File: src/rtl/s3_maxpool_stream_if.sv
// Stream bundle for the stage-3 max-pool: feature beats in, pooled values with flat address out.
interface s3_maxpool_stream_if #(
    parameter int unsigned WIDTH = 35
);
    logic             in_valid;
    logic             in_ready;
    logic [WIDTH-1:0] in_data;
    logic             out_valid;
    logic             out_ready;
    logic [WIDTH-1:0] out_data;
    logic [7:0]       out_addr;
    logic             out_last;
    logic             frame_done;

    modport master (
        output in_valid, in_data, out_ready,
        input  in_ready, out_valid, out_data, out_addr, out_last, frame_done
    );
    modport slave (
        input  in_valid, in_data, out_ready,
        output in_ready, out_valid, out_data, out_addr, out_last, frame_done
    );
endinterface

File: src/rtl/s3_maxpool_stream.sv
// Streaming 2x2 stride-2 max-pool over NUM_MAPS maps of MAP_DIM x MAP_DIM unsigned values.
// Even rows park their horizontal pair maxima in a line buffer; odd rows complete the window.
module s3_maxpool_stream #(
    parameter int unsigned WIDTH    = 35,
    parameter int unsigned MAP_DIM  = 6,
    parameter int unsigned NUM_MAPS = 4
) (
    input logic                clk,
    input logic                rst,
    s3_maxpool_stream_if.slave bus
);
    localparam int unsigned HALF = MAP_DIM / 2;
    localparam int unsigned CW   = (MAP_DIM > 2) ? $clog2(MAP_DIM) : 2;
    localparam int unsigned MW   = (NUM_MAPS > 1) ? $clog2(NUM_MAPS) : 1;

    logic [CW-1:0]    col_q, col_d;
    logic [CW-1:0]    row_q, row_d;
    logic [MW-1:0]    map_q, map_d;
    logic [WIDTH-1:0] hreg_q, hreg_d;
    logic [WIDTH-1:0] lb_q [HALF];
    logic [WIDTH-1:0] out_data_q, out_data_d;
    logic [7:0]       out_addr_q, out_addr_d;
    logic             out_valid_q, out_valid_d;
    logic             out_last_q, out_last_d;
    logic             fd_q, fd_d;

    logic             accept;
    logic             lb_wr;
    logic [CW-2:0]    lb_idx;
    logic [WIDTH-1:0] hmax;
    logic [WIDTH-1:0] pooled;
    logic             col_end, row_end, map_end;

    assign bus.in_ready   = !(out_valid_q && !bus.out_ready);
    assign bus.out_valid  = out_valid_q;
    assign bus.out_data   = out_data_q;
    assign bus.out_addr   = out_addr_q;
    assign bus.out_last   = out_last_q;
    assign bus.frame_done = fd_q;

    assign accept  = bus.in_valid && bus.in_ready;
    assign lb_idx  = col_q[CW-1:1];
    assign col_end = (col_q == CW'(MAP_DIM - 1));
    assign row_end = (row_q == CW'(MAP_DIM - 1));
    assign map_end = (map_q == MW'(NUM_MAPS - 1));
    assign hmax    = (bus.in_data > hreg_q) ? bus.in_data : hreg_q;
    assign pooled  = (lb_q[lb_idx] > hmax) ? lb_q[lb_idx] : hmax;

    always_comb begin
        col_d       = col_q;
        row_d       = row_q;
        map_d       = map_q;
        hreg_d      = hreg_q;
        lb_wr       = 1'b0;
        out_data_d  = out_data_q;
        out_addr_d  = out_addr_q;
        out_last_d  = out_last_q;
        out_valid_d = out_valid_q;
        fd_d        = out_valid_q && bus.out_ready && out_last_q;

        // Consumption clears first so a same-cycle window completion overrides it.
        if (out_valid_q && bus.out_ready) begin
            out_valid_d = 1'b0;
        end

        if (accept) begin
            if (!col_q[0]) begin
                hreg_d = bus.in_data;
            end else if (!row_q[0]) begin
                lb_wr = 1'b1;
            end else begin
                out_data_d  = pooled;
                out_addr_d  = 8'(map_q) * 8'(HALF * HALF) + 8'(row_q >> 1) * 8'(HALF) + 8'(lb_idx);
                out_last_d  = map_end && row_end && col_end;
                out_valid_d = 1'b1;
            end

            if (col_end) begin
                col_d = '0;
                if (row_end) begin
                    row_d = '0;
                    map_d = map_end ? '0 : map_q + 1'b1;
                end else begin
                    row_d = row_q + 1'b1;
                end
            end else begin
                col_d = col_q + 1'b1;
            end
        end
    end

    always_ff @(posedge clk) begin
        if (rst) begin
            col_q       <= '0;
            row_q       <= '0;
            map_q       <= '0;
            hreg_q      <= '0;
            out_data_q  <= '0;
            out_addr_q  <= '0;
            out_last_q  <= 1'b0;
            out_valid_q <= 1'b0;
            fd_q        <= 1'b0;
            for (int unsigned i = 0; i < HALF; i++) begin
                lb_q[i] <= '0;
            end
        end else begin
            col_q       <= col_d;
            row_q       <= row_d;
            map_q       <= map_d;
            hreg_q      <= hreg_d;
            out_data_q  <= out_data_d;
            out_addr_q  <= out_addr_d;
            out_last_q  <= out_last_d;
            out_valid_q <= out_valid_d;
            fd_q        <= fd_d;
            if (lb_wr) begin
                lb_q[lb_idx] <= hmax;
            end
        end
    end
endmodule

File: src/flat_wrapper.sv
// flat-port wrapper written by rule: the top's interface ports become plain ports
module s3_maxpool_stream_flat 
#(
    parameter int unsigned WIDTH    = 35,
    parameter int unsigned MAP_DIM  = 6,
    parameter int unsigned NUM_MAPS = 4
)
  (clk, rst, bus_in_valid, bus_in_data, bus_out_ready, bus_in_ready, bus_out_valid, bus_out_data, bus_out_addr, bus_out_last, bus_frame_done);
  s3_maxpool_stream_if #(.WIDTH(WIDTH)) bus_i ();
  input logic clk;
  input logic rst;
  input wire logic [$bits(bus_i.in_valid)-1:0] bus_in_valid;
  input wire logic [$bits(bus_i.in_data)-1:0] bus_in_data;
  input wire logic [$bits(bus_i.out_ready)-1:0] bus_out_ready;
  output wire logic [$bits(bus_i.in_ready)-1:0] bus_in_ready;
  output wire logic [$bits(bus_i.out_valid)-1:0] bus_out_valid;
  output wire logic [$bits(bus_i.out_data)-1:0] bus_out_data;
  output wire logic [$bits(bus_i.out_addr)-1:0] bus_out_addr;
  output wire logic [$bits(bus_i.out_last)-1:0] bus_out_last;
  output wire logic [$bits(bus_i.frame_done)-1:0] bus_frame_done;
  assign bus_i.in_valid = bus_in_valid;
  assign bus_i.in_data = bus_in_data;
  assign bus_i.out_ready = bus_out_ready;
  assign bus_in_ready = bus_i.in_ready;
  assign bus_out_valid = bus_i.out_valid;
  assign bus_out_data = bus_i.out_data;
  assign bus_out_addr = bus_i.out_addr;
  assign bus_out_last = bus_i.out_last;
  assign bus_frame_done = bus_i.frame_done;
  s3_maxpool_stream #(.WIDTH(WIDTH), .MAP_DIM(MAP_DIM), .NUM_MAPS(NUM_MAPS)) u_core (.clk(clk), .rst(rst), .bus(bus_i));
endmodule
File: config.mk
export PLATFORM = sky130hd
export DESIGN_NAME = s3_maxpool_stream_flat
export DESIGN_NICKNAME = d
export VERILOG_FILES = /design/src/rtl/s3_maxpool_stream_if.sv /design/src/rtl/s3_maxpool_stream.sv /design/src/flat_wrapper.sv
export SDC_FILE = /design/constraint.sdc
export NUM_CORES = 1
export LEC_CHECK = 0
export ABC_AREA = 1
export CAP_MARGIN = 30
export CORE_UTILIZATION = 60
export CTS_BUF_LIST = sky130_fd_sc_hd__clkbuf_4
export CTS_CLUSTER_SIZE = 16
export DETAILED_ROUTE_END_ITERATION = 8
export PLACE_DENSITY = 0.85
export SYNTH_ARGS = -nofsm -noshare
export SYNTH_HDL_FRONTEND = slang
export SYNTH_SLANG_ARGS = --single-unit
File: constraint.sdc
create_clock -name clk -period 5.2 [get_ports clk]
set_input_delay 1.56 -clock clk [delete_from_list [all_inputs] [get_ports clk]]
set_output_delay 1.56 -clock clk [all_outputs]
set_load 0.01 [all_outputs]
== Yosys cells after proc, flatten, opt, wreduce, memory -nomap -nowiden ==
Memories as Yosys holds them, arrays and structs flattened. A register that Yosys moved wholly into a read port is not among the register bits.
Index checks and enable logic that the tools add are counted.

* Register bits after elaboration: 89
* Bits in writable memories: 105
* Output and inout port bits: 47
* Memories: 1

* $add $sub $neg: 5
* Multiply operators: 2
* Magnitude comparators: 2
* Eq/ne operators: 3
* Muxes and demuxes: 22
* Bitwise logic cells: 1
* Reductions and logical operators: 13

{| class="wikitable"
|+ Memory list
! name !! words !! width !! read ports !! clocked after memory_dff !! wr ports !! line !! RTL
|-
| u_core.lb_q || 3 || 35 || 1 || 1 || 3 || s3_maxpool_stream.sv:20 || <nowiki>logic [WIDTH-1:0] lb_q [HALF];</nowiki>
|}

{| class="wikitable"
|+ Operators by type and width
! operator !! count
|-
| $mux W35 || 3
|-
| $gt A35 B35 Y1 || 2
|-
| $reduce_or A35 Y1 || 1
|-
| $mux W1 || 13
|-
| $add A6 B8 Y8 || 1
|-
| $add A8 B2 Y8 || 1
|-
| $mux W2 || 4
|-
| $add A3 B1 Y3 const B || 2
|-
| $eq A3 B3 Y1 const B || 2
|-
| $logic_and A1 B1 Y1 || 6
|-
| $mul A2 B4 Y6 const B || 1
|-
| $mux W3 || 2
|-
| $reduce_and A3 Y1 || 2
|-
| $mul A2 B2 Y4 const B || 1
|-
| $reduce_and A2 Y1 || 2
|-
| $add A2 B1 Y2 const B || 1
|-
| $eq A2 B2 Y1 const B || 1
|-
| $logic_not A1 Y1 || 2
|-
| $not A1 Y1 || 1
|}

== Logic depth before layout (Yosys ltp) ==
* Depth in word-level cells: 10
* Gate-level depth with buffers: 34

== Least setup slack after synthesis ==
Ideal clock, no wire load.

* Path type: input -> register
* From: input port bus_out_ready
* To: memory u_core.lb_q[3][0] (enable)
* Setup time: 471 ps
* Arrival: 4404 ps
* Required time: 4729 ps
* Setup slack: 325 ps
* Stages: 6
* Cell sequence: nor2_1 -> inv_1 -> nand2_1 -> inv_1 -> nand3_1 -> nor3_1

{| class="wikitable"
|+ RTL lines
! element !! line !! RTL
|-
| start, declared || flat_wrapper.sv:14 || <nowiki>input wire logic [$bits(bus_i.out_ready)-1:0] bus_out_ready;</nowiki>
|-
| end, declared || s3_maxpool_stream.sv:20 ||
|}

== Worst setup path in the final report ==
* From: input port bus_in_data[18]
* To: register u_core.out_data_q[16], in the netlist u_core.bus.out_data[16]

* Cells in the longest elaborated chain, start to end: 4

{| class="wikitable"
|+ Ends and longest elaborated chain
! element !! line !! RTL
|-
| start, declared || flat_wrapper.sv:13 || <nowiki>input wire logic [$bits(bus_i.in_data)-1:0] bus_in_data;</nowiki>
|-
| $gt A35 B35 Y1 || s3_maxpool_stream.sv:46 || <nowiki>assign hmax = (bus.in_data > hreg_q) ? bus.in_data : hreg_q;</nowiki>
|-
| $mux W35 || s3_maxpool_stream.sv:46 ||
|-
| net u_core.hmax[33] || s3_maxpool_stream.sv:30 || <nowiki>logic [WIDTH-1:0] hmax;</nowiki>
|-
| $gt A35 B35 Y1 || s3_maxpool_stream.sv:47 || <nowiki>assign pooled = (lb_q[lb_idx] > hmax) ? lb_q[lb_idx] : hmax;</nowiki>
|-
| $mux W35 || s3_maxpool_stream.sv:47 ||
|-
| end signal, assigned || s3_maxpool_stream.sv:111 || <nowiki>out_data_q <= out_data_d;</nowiki>
|-
| end, declared || s3_maxpool_stream.sv:21 || <nowiki>logic [WIDTH-1:0] out_data_q, out_data_d;</nowiki>
|}

The timed path passes the listed nets, and every way through them passes these cells.
A chain may end at the register's enable or synchronous reset.

==> flow_summary.ini <==
[status]
outcome = completed

[drt]
drc = 0
first_pass_iters = 7
wl_per_cell_um = 17.3
drt_iter0_markers = 1061
num_vias = 11400
final_antenna_net_count = 0
drt_wl_total_um = 34800
via_per_inst = 5.65

[clocking]
clockBufferDepth = 3
post-cts-setup-buffers = 0
path_clk_slew_ps = 70
clock_latency_ps = 700
numCtsBuffers = 56
cts_tree = built
h-tree-depth = 2
cts.sinks = 230
root_buffer = clkbuf_4

[floorplan]
die_h_um = 148
io_pins = 86
num_rows = 53
core_mm2 = 0.0210
fp.dieArea_mm2 = 0.0219
start_util_pct = 61.0
dieWidth_um = 148

[sta]
hold_viol_final = 0
rsz0062_at_grt = no
clock_skew_ps = 42.8
min_period_ps = 4900
fin_hold_ws_ps = 471
maxSlewViolCount = 0
fin_crit_sh_pct = 94.2
tightestPinTransition_ps = 855
fmax_ghz = 0.204
tns_ps = 0
setup_viol = 0
slew_headroom_pct = 42.9
setup_slack_ps = 299

[finish]
layout_commonest_cell = nand2_1
final_cell_mix = nand2_1 (330), inv_1 (158), edfxtp_1 (140), nor2_1 (122), buf_4 (120)
nFillCells = 1404
area_growth_pct = 21.3
finalNetCount = 1815
final_layout_size_suffix_gt1_share_pct = 24.0
instances_no_fill = 2015

[grt]
grt_usage_pct = 31.8
grt_pass1_wl_um = 54300
grt_max_degree = 71
overflow = 0
grt_pass1_vias = 10900
antenna_found_initial = 2

[synth]
synth-main-ff-cell = edfxtp_1
yosys.area_share.simple_pct = 24.6
yosysUniqueCellTypes = 40
syn_avg_cell_area_um2 = 8.56
seq_area_frac_synth_pct = 47.0
synth_edf_count = 140
synth_fp_nets = 1617
synth-xor-area-share_pct = 0.205
synth_area_mm2 = 0.0128
synth_top_cell_area_share_pct = 32.9
synthAdderAreaFrac_pct = 8.34
synth_cells = 1494
ys_ff_latch = 230
synth_compound_area_share_pct = 11.2
synth_top_family_by_area = simple AND/OR/NAND/NOR gates
async_reset_ff_share_pct = 0
ys.warnings.count = 0
synth_area_leaders = edfxtp_1 (33%), dfxtp_1 (14%), nand2_1 (9.7%), ha_1 (8.0%), inv_1 (4.6%)
yosysTopAreaCell = edfxtp_1
synth_mux_area_share_pct = 0

[power_and_ir_drop]
cellLeakagePower_nw = 6.81
power.total_mw = 4.68
ir_drop_mv = 0.159
p_per_area_mw_per_mm2 = 301

[worst_setup_path]
end_kind = flip-flop
critPathKind = input port to flip-flop
worst_setup_path_start_kind = input port
critPathRequiredTime_ps = 5810
arrival_ps = 5510
crit_fanout = 19

[placed_design]
place.gp.congestion = 0.894
io_buffers = 84
placedCellCount = 1909
hpwlAfterDp_um = 23600
dp_slack_ps = -287

[flow_run]
cap_viol_max_count = 0

[min_path]
hold_path.class = flip-flop to flip-flop
-- cells in the mapped netlist, types with 5 or more instances --
cell type,n
buf_2,19
nand2_1,331
a21oi_2,29
ha_1,82
nor2_2,27
nand4_1,5
a32oi_1,34
edfxtp_1,140
inv_2,36
inv_1,158
nand3_1,86
dfxtp_1,90
o21ai_0,47
a21oi_1,110
clkbuf_1,46
nand2_2,59
nor2_1,122
nand3_2,33
-- worst max-delay path, stage by stage --
cell and delay, ps:
clkdlybuf4s50_1 440, ha_1 330, nand2_1 60, nor2_1 150
nand2_1 160, clkinv_1 70, nand2_1 50, nand2_1 70
nand2_1 150, nand2_8 140, buf_12 170, buf_4 150
nand3_2 80, nand2_2 100, inv_2 40, ha_1 270
nand2_1 60, nor2_1 160, nand4_1 210, nor2_2 220
nand3_2 120, nand3_4 160, nand2_2 120, buf_12 170
nand3_1 100, nand2_1 70, a21oi_2 110
-- stage by stage --
stage | util, % | cell area (µm²)
floorplan | - | 12800
finish | 74.0 | 15500
global placement | 70.2 | 14700
global route | 74.0 | 15500
detailed placement | 70.4 | 14800
CTS | 74.0 | 15500
-- state kept, by name, indices dropped and copies added (netlist names), named ones only --
register and count:
u_core.bus.out_valid 1, u_core.bus.out_addr 7, u_core.bus.out_last 1, u_core.hreg_q 35
u_core.lb_q 140, u_core.map_q 2, u_core.bus.frame_done 1, u_core.row_q 3
u_core.col_q 3, u_core.bus.out_data 35
-- report_power, final --
part	internal (mW)	switching, mW	total, mW
Sequential	2.00	0.0294	2.03
Clock	0.807	0.753	1.56
Combinational	0.441	0.647	1.09
Total	3.25	1.43	4.68
-- layout make-up --
cell class	count	area [µm²]	area share, %
antenna	1	2.50	0.0161
clock buffer	86	646	4.16
clock inverter	19	108	0.694
inverter	197	739	4.77
multi-input combinational	991	5680	36.6
sequential	230	6010	38.7
tap	275	344	2.22
timing repair buffer	216	1980	12.8
-- routing by layer --
metal | up-vias | GRT usage, % | routed length (µm) | part of all wire [%]
li1 | 5367 | - | - | -
met1 | 5308 | 41.9 | 14100 | 41
met2 | 606 | 50.9 | 16100 | 46
met3 | 100 | 7.22 | 3450 | 9.9
met4 | 2 | 12.4 | 1120 | 3.2
met5 | - | 0 | 17 | 0.049
-- repair_timing --
action | CTS | global route
hold buffers | 0 | 0
endpoints found under the setup margin | 0 | 7
gates resized for setup | 0 | 1
-- logic make-up (layout without fill, tap and decap cells) --
kind of cell    after synthesis  in the layout
compound gates              232            232
buf+inv                     273            518
flops                       230            230
xor+xnor                      3              3
simple gates                671            671
fa+ha+maj                    84             84
other cells                   1              2
-- path summary, 6_finish.rpt --
kind,end,from,depth (start not counted),slack [ps]
hold reg to reg,flip-flop,u_core.col_q[2],1,470
hold / removal,flip-flop,u_core.col_q[2],1,470
setup reg to reg,u_core.bus.out_data[16],u_core.hreg_q[18],27,1220
setup / recovery,u_core.bus.out_data[16],bus_in_data[18],27,300
Note: power is estimated with default switching activity, not from simulation.
